<file path="src/rtl/arbiter_round_robin_pkg.sv">
// Shared types for the round-robin arbiter: the two operating states
// decoded from the grant register.
package arbiter_round_robin_pkg;

  typedef enum logic {
    ST_IDLE = 1'b0,
    ST_HELD = 1'b1
  } arb_state_e;

endpackage

</file>
<file path="src/rtl/arbiter_round_robin_grant_select.sv">
// Combinational next-grant pick: rotate priority to bits above the current
// grant, wrapping to the lowest requester when nothing above is asking.
module rr_grant_select #(
  parameter int INPUT_COUNT = 8
) (
  input  logic [INPUT_COUNT-1:0] requests_i,
  input  logic [INPUT_COUNT-1:0] grant_i,
  output logic [INPUT_COUNT-1:0] next_grant_o
);

  localparam logic [INPUT_COUNT-1:0] ONE  = {{(INPUT_COUNT-1){1'b0}}, 1'b1};
  localparam logic [INPUT_COUNT-1:0] ZERO = '0;

  function automatic logic [INPUT_COUNT-1:0] lowest_set(input logic [INPUT_COUNT-1:0] x);
    return x & (~x + ONE);
  endfunction

  logic [INPUT_COUNT-1:0] mask;
  logic [INPUT_COUNT-1:0] masked;

  always_comb begin
    // grant | (grant-1) covers the owner and everything below it
    mask = '1;
    if (grant_i != ZERO) begin
      mask = ~(grant_i | (grant_i - ONE));
    end
    masked = requests_i & mask;
    next_grant_o = (masked != ZERO) ? lowest_set(masked) : lowest_set(requests_i);
  end

endmodule

</file>
<file path="src/rtl/arbiter_round_robin.sv">
// Registered round-robin arbiter with one-hot grant held until release or
// until the optional hold limit forces rotation while others wait.
module arbiter_round_robin
  import arbiter_round_robin_pkg::*;
#(
  parameter int INPUT_COUNT     = 8,
  parameter int MAX_HOLD_CYCLES = 0
) (
  input  logic                   clock,
  input  logic                   reset,
  input  logic [INPUT_COUNT-1:0] requests,
  output logic [INPUT_COUNT-1:0] grant,
  output logic                   grant_changed
);

  localparam bit LIMIT_EN = (MAX_HOLD_CYCLES > 0);
  localparam int HC_W     = LIMIT_EN ? $clog2(MAX_HOLD_CYCLES + 1) : 1;
  localparam logic [HC_W-1:0] HOLD_LAST = HC_W'(LIMIT_EN ? MAX_HOLD_CYCLES - 1 : 0);
  localparam logic [INPUT_COUNT-1:0] ZERO = '0;

  logic [INPUT_COUNT-1:0] grant_q, grant_d;
  logic [HC_W-1:0]        hold_q, hold_d;
  logic                   changed_q;
  logic [INPUT_COUNT-1:0] sel_grant;
  arb_state_e             state;
  logic                   owner_req;
  logic                   others_pending;
  logic                   limit_hit;

  rr_grant_select #(
    .INPUT_COUNT(INPUT_COUNT)
  ) u_select (
    .requests_i  (requests),
    .grant_i     (grant_q),
    .next_grant_o(sel_grant)
  );

  always_comb begin
    state          = (grant_q == ZERO) ? ST_IDLE : ST_HELD;
    owner_req      = |(requests & grant_q);
    others_pending = |(requests & ~grant_q);
    limit_hit      = LIMIT_EN && (hold_q == HOLD_LAST);
    grant_d        = grant_q;
    hold_d         = '0;
    case (state)
      ST_IDLE: grant_d = sel_grant;
      ST_HELD: begin
        // Counter parks at the last value when uncontended so a newcomer
        // takes over on its first cycle of asking.
        if (owner_req && !(limit_hit && others_pending)) begin
          hold_d = (!LIMIT_EN || limit_hit) ? hold_q : hold_q + 1'b1;
        end else begin
          grant_d = sel_grant;
        end
      end
      default: grant_d = ZERO;
    endcase
  end

  always_ff @(posedge clock or posedge reset) begin
    if (reset) begin
      grant_q   <= '0;
      hold_q    <= '0;
      changed_q <= 1'b0;
    end else begin
      grant_q   <= grant_d;
      hold_q    <= hold_d;
      changed_q <= (grant_d != grant_q);
    end
  end

  assign grant         = grant_q;
  assign grant_changed = changed_q;

endmodule
</file>
<file path="config.mk">
export PLATFORM = sky130hd
export DESIGN_NAME = arbiter_round_robin
export DESIGN_NICKNAME = d
export VERILOG_FILES = /design/src/rtl/arbiter_round_robin_pkg.sv /design/src/rtl/arbiter_round_robin_grant_select.sv /design/src/rtl/arbiter_round_robin.sv
export SDC_FILE = /design/constraint.sdc
export NUM_CORES = 1
export LEC_CHECK = 0
export ABC_AREA = 1
export BUFFER_PORTS_ARGS = -buffer_cell sky130_fd_sc_hd__buf_4
export CORE_MARGIN = 1
export CORE_UTILIZATION = 54
export CTS_CLUSTER_SIZE = 14
export DETAILED_ROUTE_END_ITERATION = 8
export PLACE_DENSITY = 0.78
export SYNTH_ARGS = -nofsm -noshare
export SYNTH_HDL_FRONTEND = slang
export SYNTH_SLANG_ARGS = --single-unit
</file>
<file path="constraint.sdc">
create_clock -name clock -period 1.77 [get_ports clock]
set_input_delay 0.177 -clock clock [delete_from_list [all_inputs] [get_ports clock]]
set_output_delay 0.177 -clock clock [all_outputs]
set_load 0.01 [all_outputs]
</file>
==> results.py, run 1 <==
metrics = {
    "floorplan": {
        "io_pins": 19,
        "fp.dieH_um": 44.05,
        "die_w_um": 44.05,
        "initial_core_util": 0.6056,
        "rows": 14,
    },
    "outcome": {
        "status": "aborted with a tool error",
        "firstError": "[ERROR DPL-0033] detailed placement checks failed during check placement.",
        "failing_step": "global routing",
    },
    "sta": {
        "worstEpCategory": "register data pin",
        "grt-worst-endpoint": "grant_changed$_DFF_PP0_/D",
    },
    "synth": {
        "yosys_warnings": 0,
        "synth_edf_count": 0,
        "synth_area_leaders": "dfrtp_1 (24%), nand2_1 (13%), nand3_1 (8.9%)",
        "seq_area_frac_synth": 0.2359,
        "synth_area_um2": 954.7,
        "synth_top_area_cell": "dfrtp_1",
        "yosys_register_bits": 9,
        "synthDominantCellAreaShare": 0.2359,
        "syn_avg_cell_area_um2": 6.494,
        "synthesis.instances": 147,
        "synth_fp_nets": 157,
        "synthFlopType": "dfrtp_1",
        "ys_types": 26,
        "ys_async_sr_fraction": 1.000,
    },
    "placed_design": {
        "globalplace.congestion": 1.027,
        "dpl.hpwl_mm": 2.180,
        "dp.cells": 190,
        "portBuffers": 18,
    },
    "grt": {
        "antenna_found_initial": 0,
        "grt_max_degree": 10,
    },
    "cts": {
        "cts_made_buffers": 3,
        "root_buffer": "clkbuf_4",
        "cts_num_sinks": 9,
        "htree_levels": 1,
        "cts_buffer_depth": 2,
    },
}
Yosys cell counts, types with 3 or more instances:
library cell   n
dfrtp_1        9
nand2_4        5
inv_1         17
nand3_1       17
inv_2          5
nand4_1        3
nor2_1        16
nand2_2        5
nand2_1       33
o21ai_0        9
o21ai_1        6
cells by family after synthesis:
| group | share of synthesized area |
|---|---|
| and+or+nand+nor | 0.5111 |
| AOI/OAI and AO/OA | 0.1625 |
| buffers and inverters | 0.09043 |
| DFF | 0.2359 |
through the flow:
step	area [um2]	TNS [ps]	setup WS, ps
4_1_cts	1379	-35.36	-35.36
3_5_place_dp	1194	-95.28	-95.28
3_3_place_gp	1194	-69.10	-69.10
2_1_floorplan	954.7	0	108.0
what timing repair did:
action / CTS
setup buffers: 10
pin swaps: 21
hold endpoints to repair: 9
setup endpoints to repair: 1
hold buffers: 1
gates resized for setup: 18
==> inputs of run 2 (changes only) <==
CORE_AREA = 2 2 63 65   (was default)
CORE_MARGIN = default   (was 1)
CORE_UTILIZATION = default   (was 54)
CTS_CLUSTER_SIZE = default   (was 14)
DIE_AREA = 0 0 65 67   (was default)
PLACE_DENSITY = default   (was 0.78)
PLACE_DENSITY_LB_ADDON = 0.15   (was default)
==> results.py, run 2 <==
metrics = {
    "outcome": {
        "status": "finished, violations left",
        "violations": "setup timing",
    },
    "critical_path": {
        "required_ps": 1890,
        "critPathCaptureType": "register",
        "arrival_ps": 1970,
        "cpPeakStageDelay_ps": 440,
        "cp_slowest_cell": "dfrtp_2",
        "path_max_fanout": 5,
        "path_class": "reg -> reg",
        "path_cells": "nor2_4, nand2_4, a21oi_4, inv_2, buf_4, nand4_1, nor2_2, buf_4, nand3_1, nand3_2, nor2_2, nand2_1",
        "cp-start-kind": "register",
    },
    "routing": {
        "postRouteAntennaNets": 0,
        "viasPerCell": 4.504,
        "first_pass_iters": 4,
        "drc": 0,
        "drt_iter0_drc": 57,
        "wl_per_cell_um": 12.03,
        "routed_wl_mm": 2.935,
        "vias": 1099,
    },
    "finish": {
        "postLayoutCellArea_mm2": 0.001529,
        "multi_input_area_um2": 758.2,
        "finish.utilization": 0.4240,
        "layout-drive-gt1-share": 0.4949,
        "fin_nets": 207,
        "fillers": 380,
        "regArea_um2": 231.5,
        "syn_to_final_growth_pct": 60.16,
        "largest_register_ffs": 8,
        "layout_commonest_cell": "buf_4",
        "layout_common_cells": "buf_4 (44), nand2_1 (30), inv_1 (17)",
        "n_antenna_cell": 0,
    },
    "synth": {
        "synthFlopType": "dfrtp_1",
        "synth_top_area_cell": "dfrtp_1",
        "seq_area_frac_synth": 0.2359,
        "synth_area_leaders": "dfrtp_1 (24%), nand2_1 (13%), nand3_1 (8.9%)",
        "syn_avg_cell_area_um2": 6.494,
        "yosysMostFrequentCell": "nand2_1",
        "synth_area_um2": 954.7,
        "synthDominantCellAreaShare": 0.2359,
        "yosys_warnings": 0,
        "synthesis.instances": 147,
        "synth_fp_nets": 157,
        "synth_edf_count": 0,
        "yosys_register_bits": 9,
        "synth_common_cells": "nand2_1 (33), inv_1 (17), nand3_1 (17)",
        "ys_async_sr_fraction": 1.000,
        "ys_types": 26,
    },
    "sta": {
        "fin_ws_ps": -83.33,
        "slew_viol_final": 0,
        "min_period_over_period": 1.047,
        "timing.fmax_mhz": 539.6,
        "finClkSkew_ps": 1.866,
        "holdWs_ps": 271.7,
        "slew_headroom": 0.7699,
        "hold_viol": 0,
        "min_period_ps": 1853,
        "setup_viol": 1,
        "rsz0062_at_grt": "true",
        "worst_pin_slew_ps": 344.8,
    },
    "floorplan": {
        "core_area_mm2": 0.003606,
        "die_w_um": 65,
        "initial_core_util": 0.2647,
        "io_pins": 19,
        "die_area_mm2": 0.004355,
        "fp.dieH_um": 67,
        "rows": 22,
    },
    "placed_design": {
        "dpl.hpwl_mm": 2.363,
        "globalplace.congestion": 0.7788,
        "portBuffers": 18,
        "place_area_mm2": 0.001296,
    },
    "job": {
        "maxCapViolations": 0,
    },
    "power": {
        "combPwrFrac": 0.793,
        "switchingPower_w": 0.001600,
        "ir_drop_v": 0.0008348,
        "switching_share": 0.5105,
        "p_clk_frac": 0.075,
        "p_leak_nw": 0.7499,
        "pwr-share-seq": 0.132,
        "internal_power_w": 0.001534,
        "power_density_mw_per_mm2": 2050,
    },
    "grt": {
        "grt_pass1_vias": 1070,
        "grt_pass1_wl_mm": 4.802,
        "grt_max_degree": 12,
        "track_usage": 0.1460,
        "antenna_found_initial": 0,
        "grt-ovfl-total": 0,
    },
    "cts": {
        "cts_num_sinks": 9,
        "cts_tree": "done",
        "clk_pin_slew_ps": 50,
        "root_buffer": "clkbuf_8",
        "cts_buffer_depth": 2,
        "clk_latency_ps": 230,
        "cts_made_buffers": 3,
        "htree_levels": 1,
    },
    "min_path": {
        "hold_path_class": "in -> reg",
    },
}
## run 2: cell counts after synthesis
Identical to the previous run, type by type.
## run 2: worst max-delay path: cells and delay by family (launching register included)
family | cells | cell delay [ps]
AND/OR/NAND/NOR | 8 | 790
flip-flops | 1 | 440
buffers and inverters | 3 | 320
AO/OA/AOI/OAI | 1 | 180
## run 2: logic make-up (layout without fill, tap and decap cells)
family                 count (synthesis)  count (layout)  synth area share
AND/OR/NAND/NOR                       90              90            0.5111
AO/OA/AOI/OAI                         25              25            0.1625
buffers and inverters                 23              72           0.09043
flip-flops                             9               9            0.2359
## run 2: per-stage QoR
step / total power [W] / setup TNS, ps / cells / setup slack (ps)
final: 0.003135 / -83.33 / 244 / -83.33
after global routing: 0.003408 / -470.0 / 244 / -195.3
after CTS: 0.002878 / -44.69 / 241 / -44.69
after detailed placement: 0.002484 / -113.7 / 232 / -113.7
after global placement: 0.002484 / -97.59 / 232 / -97.59
after floorplan: 0.001668 / 0 / 147 / 108.0
## run 2: repair_timing
action,CTS,global route
endpoints found under the setup margin,1,5
hold buffers,1,0
pin swaps,6,14
hold endpoints to repair,9,0
resized for setup,11,21
buffers inserted,4,3
## run 2: per-layer routing
metal	part of all wire	vias to the layer above	track usage
li1	-	577	-
met1	0.48	506	0.1838
met2	0.49	16	0.2616
met3	0.029	0	0.03716
met4	0	0	0.007979
met5	0	-	0
## run 2: area by class of cell
| class | instances | share of cell area |
|---|---|---|
| Timing Repair Buffer | 46 | 0.2300 |
| Tap cell | 48 | 0.03928 |
| Inverter | 22 | 0.05401 |
| Clock buffer | 4 | 0.02946 |
| Sequential cell | 9 | 0.1514 |
| Multi-Input combinational cell | 115 | 0.4959 |
## run 2: power groups by stage
| stage | Clock (W) | Sequential [W] | Combinational (W) |
|---|---|---|---|
| global route | 0.000267 | 0.000427 | 0.00271 |
| CTS | 0.000245 | 0.000389 | 0.00224 |
| global placement | 0 | 0.000384 | 0.00210 |
| finish | 0.000236 | 0.000412 | 0.00249 |
| floorplan | 0 | 0.000415 | 0.00125 |
| detailed placement | 0 | 0.000386 | 0.00210 |
## run 2: final timing paths
path | cells past startpoint | startpoint | slack [ps] | endpoint
worst min register to register | 2 | grant[1] | 650 | grant[1]
worst min-delay path | 4 | requests[0] | 270 | grant[1]
worst max-delay path | 12 | grant[7] | -80 | grant_changed
worst max register to register | 12 | grant[7] | -80 | grant_changed
max in group asynchronous | 3 | reset | 1020 | grant[0]
min in group asynchronous | 3 | reset | 470 | grant[5]
(Power assumes the default switching activity.)
==> inputs of run 3 (changes only) <==
--- a/config.mk
+++ b/config.mk
@@ -8,3 +8,2 @@
 export ABC_AREA = 1
-export BUFFER_PORTS_ARGS = -buffer_cell sky130_fd_sc_hd__buf_4
 export CORE_AREA = 2 2 63 65
@@ -12,3 +11,5 @@
 export DIE_AREA = 0 0 65 67
+export DONT_BUFFER_PORTS = 1
 export PLACE_DENSITY_LB_ADDON = 0.15
+export SLEW_MARGIN = 20
 export SYNTH_ARGS = -nofsm -noshare
--- a/constraint.sdc
+++ b/constraint.sdc
@@ -3,2 +3,2 @@
 set_output_delay 0.177 -clock clock [all_outputs]
-set_load 0.01 [all_outputs]
+set_load 0.02 [all_outputs]
==> results.py, run 3 (synthesis results as in run 2) <==
metrics = {
    "outcome": {
        "status": "finished, violations left",
        "violations": "setup timing",
    },
    "sta": {
        "finClkSkew_ps": 1.965,
        "fin_ws_ps": -22.16,
        "timing.fmax_mhz": 558.0,
        "min_period_over_period": 1.013,
        "worst_pin_slew_ps": 383.3,
        "rsz0062_at_grt": "true",
        "slew_viol_final": 0,
        "min_period_ps": 1792,
        "setup_viol": 1,
        "hold_viol": 0,
        "slew_headroom": 0.7444,
    },
    "critical_path": {
        "arrival_ps": 1910,
        "required_ps": 1890,
        "critPathCaptureType": "register",
        "cp-start-kind": "register",
        "path_class": "reg -> reg",
        "path_max_fanout": 9,
    },
    "placed_design": {
        "globalplace.congestion": 0.7864,
        "dpl.hpwl_mm": 2.389,
        "place_area_mm2": 0.001214,
        "portBuffers": 0,
    },
    "cts": {
        "root_buffer": "clkbuf_8",
        "clk_pin_slew_ps": 40,
        "cts_made_buffers": 3,
        "cts_tree": "done",
        "clk_latency_ps": 230,
        "cts_num_sinks": 9,
        "cts_buffer_depth": 2,
        "htree_levels": 1,
    },
    "finish": {
        "finish.utilization": 0.3806,
        "layout-drive-gt1-share": 0.4134,
        "layout_common_cells": "nand2_1 (29), buf_4 (27), inv_1 (17)",
        "syn_to_final_growth_pct": 43.77,
        "fin_nets": 190,
        "postLayoutCellArea_mm2": 0.001373,
        "layout_commonest_cell": "nand2_1",
        "n_antenna_cell": 0,
        "largest_register_ffs": 8,
    },
    "floorplan": {
        "io_pins": 19,
        "die_w_um": 65,
        "die_area_mm2": 0.004355,
        "core_area_mm2": 0.003606,
        "initial_core_util": 0.2647,
        "fp.dieH_um": 67,
        "rows": 22,
    },
    "routing": {
        "wl_met3_um": 214,
        "drc": 0,
        "first_pass_iters": 4,
        "vias": 1101,
        "postRouteAntennaNets": 0,
        "dr.max_layer_used": "met4",
        "drt_iter0_drc": 35,
        "viasPerCell": 4.850,
        "wl_met1_mm": 1.238,
        "dr_wl_met2_mm": 1.441,
        "routed_wl_mm": 2.941,
        "wl_per_cell_um": 12.96,
    },
    "grt": {
        "grt_pass1_wl_mm": 4.843,
        "antenna_found_initial": 0,
        "grt_pass1_vias": 1065,
        "track_usage": 0.1484,
        "grt_max_degree": 16,
        "grt-ovfl-total": 0,
    },
    "min_path": {
        "hold_path_class": "in -> reg",
    },
    "power": {
        "p_leak_nw": 0.6549,
        "power_density_mw_per_mm2": 2159,
        "ir_drop_v": 0.0009427,
    },
    "job": {
        "maxCapViolations": 0,
    },
}
run 3: worst max-delay path: stages, from the launching register on:
cell	delay [ps]
dfrtp_2	430
nor2_2	140
nand2_4	130
o21ai_4	200
nand2_2	110
nand2_4	110
nor2_8	60
nand2_1	80
nor2_2	50
a22oi_1	150
nand2_1	70
nor2_1	110
nand2_1	50
run 3: layout make-up:
class	count	area [um2]
sequential	9	229.0
tap	48	60.06
inverter	22	82.58
fill	387	2233
clock buffer	4	45.04
timing repair buffer	29	224.0
multi-input combinational	115	732.0
run 3: what timing repair did:
| action | CTS | global route |
|---|---|---|
| hold buffers | 1 | 0 |
| setup buffers | 0 | 1 |
| endpoints found under the hold margin | 9 | 0 |
| setup endpoints to repair | 1 | 8 |
| pin swaps | 9 | 11 |
| gates resized for setup | 9 | 17 |
run 3: worst paths after layout:
check	start	endpoint	slack, ps	depth (start not counted)
worst max-delay path	grant[7]	grant_changed	-20	12
worst min-delay path	requests[0]	grant[1]	150	3
worst max register to register	grant[7]	grant_changed	-20	12
worst min register to register	grant[6]	grant[6]	640	2
max in group asynchronous	reset	grant[1]	1160	2
min in group asynchronous	reset	grant[5]	340	2
run 3: where the power goes:
group          leakage, nW  internal [W]  switching, W
Combinational        0.520      0.000908       0.00142
Clock               0.0228      0.000157     0.0000798
Sequential           0.112      0.000298      0.000103
Total                0.655       0.00136       0.00160
run 3: through the flow:
step	total power [W]	worst slack [ps]	hold slack [ps]	cells	setup TNS [ps]
global route	0.003232	-163.8	160.3	227	-195.5
CTS	0.002835	-34.84	176.2	226	-34.84
detailed placement	0.002467	-32.54	45.27	221	-32.54
floorplan	0.001725	52.32	4.918	147	0
global placement	0.002471	-33.74	44.80	221	-33.74
finish	0.002963	-22.16	154.5	227	-22.16
run 3: routing by layer:
| layer | track usage | vias to the layer above |
|---|---|---|
| met1 | 0.1906 | 510 |
| met5 | 0 | - |
| met3 | 0.04561 | 8 |
| met2 | 0.2397 | 36 |
| met4 | 0.03989 | 0 |
| li1 | - | 547 |
==> inputs of run 4 (changes only) <==
ABC_AREA = default   (was 1)
==> results.py, run 4 <==
metrics = {
    "power": {
        "p_leak_nw": 0.4679,
        "pwr-share-seq": 0.163,
        "internal_power_w": 0.001127,
        "p_clk_frac": 0.111,
        "switchingPower_w": 0.0009589,
        "ir_drop_v": 0.0005725,
        "switching_share": 0.4598,
        "power_density_mw_per_mm2": 1783,
        "combPwrFrac": 0.726,
    },
    "cts": {
        "cts_made_buffers": 3,
        "htree_levels": 1,
        "root_buffer": "clkbuf_8",
        "cts_buffer_depth": 2,
        "cts_tree": "done",
        "cts_num_sinks": 9,
        "clk_latency_ps": 230,
        "clk_pin_slew_ps": 40,
    },
    "sta": {
        "slew_viol_final": 0,
        "fin_tns_setup_ps": -104.0,
        "slew_headroom": 0.7742,
        "hold_viol": 0,
        "min_period_over_period": 1.023,
        "rsz0062_at_grt": "true",
        "fin_ws_ps": -40.56,
        "worst_pin_slew_ps": 338.4,
        "setup_viol": 3,
        "holdWs_ps": 47.24,
        "finClkSkew_ps": 0.6296,
        "timing.fmax_mhz": 552.3,
        "min_period_ps": 1811,
    },
    "critical_path": {
        "path_delay_family": "simple AND/OR/NAND/NOR gates",
        "worst-r2r-setup-slack_ps": -40,
        "path_cells": "or4_4, nand2b_4, o2111a_2, a32o_1",
        "arrival_ps": 1920,
        "reg2reg_to": "grant[7]",
        "path_max_fanout": 6,
        "critPathCaptureType": "register",
        "cp_slowest_cell": "or4_4",
        "worst-path-buf-inv": 0,
        "path_class": "reg -> reg",
        "required_ps": 1880,
        "cpPeakStageDelay_ps": 580,
        "rr_worst_depth": 4,
        "r2r_start": "grant[7]",
        "cp-start-kind": "register",
    },
    "grt": {
        "grt-ovfl-total": 0,
        "antenna_found_initial": 0,
        "track_usage": 0.1339,
        "grt_max_degree": 11,
        "grt_pass1_vias": 971,
        "grt_pass1_wl_mm": 4.505,
    },
    "synth": {
        "synth_common_cells": "dfrtp_1 (9), nor2_1 (7), o21ai_0 (7)",
        "synth_area_um2": 838.3,
        "synthFlopType": "dfrtp_1",
        "ys_types": 39,
        "ys_async_sr_fraction": 1.000,
        "yosys_warnings": 0,
        "synthesis.instances": 102,
        "syn_avg_cell_area_um2": 8.219,
        "yosysMostFrequentCell": "dfrtp_1",
        "synth_area_leaders": "dfrtp_1 (27%), a22oi_1 (4.5%), nand2b_1 (4.5%)",
        "synth_top_area_cell": "dfrtp_1",
        "seq_area_frac_synth": 0.2687,
        "synth_edf_count": 0,
        "synth_fp_nets": 112,
        "yosys_register_bits": 9,
        "synthDominantCellAreaShare": 0.2687,
    },
    "routing": {
        "postRouteAntennaNets": 0,
        "drc": 0,
        "routed_wl_mm": 2.730,
        "drt_iter0_drc": 47,
        "vias": 922,
        "viasPerCell": 5.269,
        "wl_per_cell_um": 15.60,
        "first_pass_iters": 4,
    },
    "floorplan": {
        "die_area_mm2": 0.004355,
        "core_area_mm2": 0.003606,
        "initial_core_util": 0.2325,
        "fp.dieH_um": 67,
        "io_pins": 19,
        "die_w_um": 65,
        "rows": 22,
    },
    "finish": {
        "finish.utilization": 0.3244,
        "layout_common_cells": "buf_4 (25), nor2_1 (7), nand2b_1 (6)",
        "n_antenna_cell": 0,
        "layout-drive-gt1-share": 0.3858,
        "largest_register_ffs": 8,
        "syn_to_final_growth_pct": 39.55,
        "stdcell_count": 175,
        "fin_nets": 138,
        "layout_commonest_cell": "buf_4",
    },
    "placed_design": {
        "dpl.hpwl_mm": 2.224,
        "dp.cells": 167,
        "globalplace.congestion": 0.8176,
        "portBuffers": 0,
    },
    "outcome": {
        "status": "finished, violations left",
        "violations": "setup timing",
    },
    "min_path": {
        "hold_path_class": "in -> reg",
        "hold_end": "grant[1]",
        "min_from": "requests[0]",
        "hold_depth": 1,
    },
    "job": {
        "maxCapViolations": 0,
    },
}
run 4: worst max path at each step:
| stage | startpoint | end | slack (ps) | cells after the start |
|---|---|---|---|---|
| 5_1_grt | grant[0] | grant_changed | -90 | 5 |
| 4_1_cts | grant[4] | grant[7] | -60 | 4 |
| 3_5_place_dp | grant[7] | grant_changed | -60 | 5 |
| 6_report | grant[7] | grant[7] | -40 | 4 |
| 3_3_place_gp | grant[0] | grant[5] | -50 | 5 |
| 2_1_floorplan | grant[7] | grant[6] | -140 | 5 |
run 4: metrics by stage:
stage	setup slack (ps)	cell area [um2]	total power, W
floorplan	-137.8	855.8	0.001297
finish	-40.56	1170	0.002086
detailed placement	-59.17	1036	0.001710
CTS	-55.72	1129	0.002020
global placement	-50.48	1036	0.001718
global route	-94.84	1170	0.002267
run 4: cell type report:
type	count	area [um2]
Multi-Input combinational cell	84	621.8
Fill cell	405	2436
Tap cell	48	60.06
Clock buffer	4	45.04
Timing Repair Buffer	26	197.7
Inverter	4	15.01
Sequential cell	9	230.2
run 4: kinds of logic (layout without fill, tap and decap cells):
logic type	after synthesis	after routing	synth area share
AO/OA/AOI/OAI	42	42	0.3597
AND/OR/NAND/NOR	42	42	0.3030
flip-flops	9	9	0.2687
buffers and inverters	9	34	0.06864
run 4: routing by layer:
metal	track usage	part of all wire
met1	0.1533	0.43
met2	0.2345	0.48
met3	0.05068	0.090
met4	0.03191	0.0044
met5	0	0
run 4: repair_timing:
action / in CTS / in global routing
resized for setup: 3 / 11
endpoints found under the setup margin: 5 / 9
setup buffers: 3 / 0
hold endpoints to repair: 9 / 0
hold buffers: 1 / 0
pin swaps: 6 / 4
run 4: power by group through the flow:
stage	registers [W]	clock network [W]	logic (W)
finish	0.000340	0.000231	0.00151
global route	0.000349	0.000254	0.00166
CTS	0.000342	0.000241	0.00144
detailed placement	0.000348	0	0.00136
global placement	0.000349	0	0.00137
floorplan	0.000448	0	0.000850
